<file path="config.mk">
export PLATFORM = sky130hd
export DESIGN_NAME = mcp3_rrarb04
export DESIGN_NICKNAME = d
export VERILOG_FILES = /design/src/rtl/mcp3_rrarb04.sv
export SDC_FILE = /design/constraint.sdc
export NUM_CORES = 1
export LEC_CHECK = 0
export ABC_CLOCK_PERIOD_IN_PS = 4300
export BUFFER_PORTS_ARGS = -buffer_cell sky130_fd_sc_hd__buf_2
export CORE_ASPECT_RATIO = 1.2
export CORE_UTILIZATION = 45
export DETAILED_ROUTE_END_ITERATION = 10
export PLACE_DENSITY_LB_ADDON = 0.08
export SYNTH_ARGS = -nofsm -noshare
export SYNTH_HDL_FRONTEND = slang
export SYNTH_SLANG_ARGS = --single-unit
</file>
<file path="constraint.sdc">
create_clock -name clock -period 4.3 [get_ports clock]
set_clock_uncertainty 0.2 [all_clocks]
set_input_delay 0.43 -clock clock [delete_from_list [all_inputs] [get_ports clock]]
set_output_delay 0.43 -clock clock [all_outputs]
set_load 0.05 [all_outputs]
</file>
<file path="src/rtl/mcp3_rrarb04.sv">
`default_nettype none
// ============================================================================
// Module  : mcp3_rrarb04
// Purpose : 4-requester round-robin arbiter with registered one-hot grant held
//           until acknowledged, plus sticky protocol-error flags.
// Rev     : 1.0
// ============================================================================
module mcp3_rrarb04 #(
  parameter int unsigned TIMEOUT_CYCLES = 255
) (
  input  logic       clock,
  input  logic       reset,
  input  logic [3:0] req,
  input  logic       gnt_ack,
  output logic [3:0] gnt,
  output logic       gnt_valid,
  output logic [1:0] gnt_encoded,
  output logic       gnt_error,
  output logic [2:0] error_status
);

  typedef enum logic [0:0] {
    IDLE  = 1'b0,
    GRANT = 1'b1
  } state_t;

  localparam bit         TO_EN    = (TIMEOUT_CYCLES != 0);
  localparam logic [8:0] TO_LIMIT = 9'(TIMEOUT_CYCLES);

  state_t      state_q, state_d;
  logic [3:0]  gnt_q, gnt_d;
  logic [1:0]  enc_q, enc_d;
  logic [1:0]  ptr_q, ptr_d;
  logic [2:0]  err_q, err_d;
  logic [7:0]  tcnt_q, tcnt_d;

  logic        win_found;
  logic [1:0]  win_idx;
  logic [1:0]  cand;

  always_ff @(posedge clock) begin
    if (reset) begin
      state_q <= IDLE;
      gnt_q   <= 4'b0000;
      enc_q   <= 2'd0;
      ptr_q   <= 2'd0;
      err_q   <= 3'b000;
      tcnt_q  <= 8'd0;
    end else begin
      state_q <= state_d;
      gnt_q   <= gnt_d;
      enc_q   <= enc_d;
      ptr_q   <= ptr_d;
      err_q   <= err_d;
      tcnt_q  <= tcnt_d;
    end
  end

  always_comb begin
    state_d   = state_q;
    gnt_d     = gnt_q;
    enc_d     = enc_q;
    ptr_d     = ptr_q;
    err_d     = err_q;
    tcnt_d    = tcnt_q;
    win_found = 1'b0;
    win_idx   = ptr_q;
    cand      = ptr_q;

    // Scan from farthest to nearest so the nearest set bit after ptr wins.
    for (int i = 3; i >= 0; i--) begin
      cand = ptr_q + 2'(i);
      if (req[cand]) begin
        win_found = 1'b1;
        win_idx   = cand;
      end
    end

    case (state_q)
      IDLE: begin
        tcnt_d = 8'd0;
        if (gnt_ack) err_d[0] = 1'b1;
        if (win_found) begin
          state_d = GRANT;
          gnt_d   = 4'b0001 << win_idx;
          enc_d   = win_idx;
        end
      end
      GRANT: begin
        if (gnt_ack) begin
          state_d = IDLE;
          gnt_d   = 4'b0000;
          enc_d   = 2'd0;
          ptr_d   = enc_q + 2'd1;
          tcnt_d  = 8'd0;
        end else begin
          if (tcnt_q != 8'hFF) tcnt_d = tcnt_q + 8'd1;
          if (!req[enc_q]) err_d[1] = 1'b1;
          // Counter holds cycles already elapsed; this cycle makes it +1.
          if (TO_EN && (({1'b0, tcnt_q} + 9'd1) >= TO_LIMIT)) err_d[2] = 1'b1;
        end
      end
      default: begin
        state_d = IDLE;
        gnt_d   = 4'b0000;
        enc_d   = 2'd0;
        tcnt_d  = 8'd0;
      end
    endcase
  end

  assign gnt          = gnt_q;
  assign gnt_valid    = |gnt_q;
  assign gnt_encoded  = enc_q;
  assign error_status = err_q;
  assign gnt_error    = |err_q;

endmodule
`default_nettype wire

</file>
==> results.json <==
{
  "portBuffers": 17,
  "ir_drop_mv": 0.214,
  "drive_above_1_share_pct": 19.7,
  "routed_wl_um": 1990,
  "setup_viol": 0,
  "drtAntennaViolNets": 0,
  "clockBufferDepth": 2,
  "finalCritPeriodShare_pct": 46.2,
  "hold_viol": 0,
  "initialDrtViolationCount": 16,
  "hp-class": "input port to flop",
  "critPathLaunchType": "flop",
  "synthFlopType": "dfxtp_1",
  "clk_pin_slew_worst_paths_ps": 120,
  "area_delta_synth_final_pct": 14.4,
  "first_global_vias": 847,
  "p_per_area_mw_per_mm2": 370,
  "hold_slack_ps": 219,
  "core-area_mm2": 0.00209,
  "synth-edff-count": 0,
  "diodes": 0,
  "grt_max_degree": 14,
  "post-dp-hpwl_um": 1510,
  "grt_overflow_total": 0,
  "die_area_mm2": 0.00247,
  "ys.warnings.count": 0,
  "synth_most_common_cell": "dfxtp_1",
  "io_pins": 18,
  "yosysTopAreaCell": "dfxtp_1",
  "worst_pin_slew_ps": 478,
  "cts_buffers": 3,
  "ys_types": 35,
  "cp_max_fo": 3,
  "wl_per_cell_um": 11.9,
  "required_ps": 3670,
  "synth_seq_cells": 20,
  "drv_slew": 0,
  "yosysSeqAreaShare_pct": 39.1,
  "gp_congestion": 0.750,
  "h-tree-depth": 1,
  "die_x_um": 45.6,
  "cap_violations": 0,
  "dieHeight_um": 54.3,
  "relSlewSlack_pct": 68.1,
  "syn-instance-count": 120,
  "worstSkewPairLatency_ps": 290,
  "hold_buffers": 0,
  "vias": 915,
  "tns_ps": 0,
  "clock-root-buffer": "clkbuf_4",
  "post_cts_resized": 0,
  "p_leak_nw": 0.470,
  "cts_tree": "built",
  "syn_nets": 129,
  "p_total_mw": 0.433,
  "post_drt_via_cell_ratio": 5.48,
  "antenna_found_initial": 0,
  "drtPass1Iterations": 4,
  "remaining_drc_errors": 0,
  "initial_core_util_pct": 48.9,
  "syn-cell-area_mm2": 0.00102,
  "nets": 147,
  "postCtsSetupBuffers": 0,
  "rows": 18,
  "async_reset_ff_share_pct": 0,
  "synth.area.top_cells": "dfxtp_1, nor2_1, a21oi_1",
  "grt_pass1_wl_um": 3420,
  "avgSynthCellArea_um2": 8.54,
  "synth_top_area_share_pct": 39.1,
  "clock-sinks": 20,
  "critPathKind": "flop to output pin",
  "synthTopCellsByCount": "dfxtp_1, nor2_1, a21oi_1",
  "rsz0062_at_grt": "no",
  "min_period_ps": 1990,
  "crit_arrival_ps": 1360,
  "endpoint_kind": "output pin",
  "grt_use_total_pct": 19.0,
  "outcome": "finished clean",
  "max_freq_mhz": 503
}
worst paths after layout:
kind | start | to | slack, ps | depth (start not counted)
min | gnt_ack | ptr_q[0]$_SDFFE_PP0P_ | 220 | 2
min reg2reg | gnt[0]$_SDFFE_PP0P_ | gnt[0]$_SDFFE_PP0P_ | 280 | 2
max reg2reg | state_q$_SDFF_PP0_ | error_status[2]$_SDFFE_PP0P_ | 2320 | 4
max | gnt[0]$_SDFFE_PP0P_ | gnt_valid | 2310 | 2
report_power, final:
group          total [mW]  switching, mW  internal [mW]
Combinational      0.0811         0.0557         0.0254
Sequential          0.203        0.00941          0.193
Clock               0.150         0.0554         0.0941
critical path, stage by stage, from the launching register on:
cell	delay (ps)
dfxtp_1	340
or4_1	500
buf_2	220
state kept, by name, summed over array words and instances, names as in the netlist:
signal and flops:
tcnt_q 8, gnt 4, error_status 3, gnt_encoded 2, ptr_q 2, state_q 1
per-layer routing:
layer | wire length, µm | GRT usage, % | vias to the layer above | share of wire, %
met4 | 20 | 9.09 | 0 | 1.0
met2 | 1070 | 36.2 | 11 | 54
met5 | 0 | 0 | - | 0
met3 | 31 | 1.98 | 2 | 1.6
li1 | - | - | 465 | -
met1 | 864 | 20.4 | 437 | 43
logic make-up (layout without fill, tap and decap cells):
group / after synthesis / count (layout) / synth area share (%)
AOI/OAI and AO/OA: 32 / 32 / 20.9
and+or+nand+nor: 50 / 50 / 25.8
xor gates and xnor gates: 6 / 6 / 5.13
muxes: 1 / 1 / 2.20
buffers and inverters: 9 / 26 / 4.52
DFF: 20 / 20 / 39.1
adders and majority gates: 2 / 2 / 2.44
cell type report:
type                            instances  area, µm²
Clock buffer                            3       22.5
Fill cell                             210        922
Tap cell                               30       37.5
Sequential cell                        20        400
Timing Repair Buffer                   17       85.1
Clock inverter                          1       30.0
Inverter                                5       18.8
Multi-Input combinational cell         91        578
per-stage QoR:
stage          std cells  cell area (µm²)  utilization (%)  setup slack [ps]
2_1_floorplan        120             1020                -              2370
3_3_place_gp         163             1120             53.5              2230
3_5_place_dp         163             1120             53.5              2190
4_1_cts              167             1170             56.0              2300
5_1_grt              167             1170             56.0              2230
6_report             167             1170             56.0              2310
placed cells by master (no fill, tap or decap), drive strengths merged, types with 3 or more instances in the layout:
master / n
or3: 3
nor2: 18
clkbuf: 3
inv: 5
buf: 17
nand2: 7
nand2b: 3
nor2b: 4
nand3: 4
xor2: 3
a21oi: 13
dfxtp: 20
xnor2: 3
o21ai: 7
a32oi: 3
Note: power is estimated with default switching activity, not from simulation.
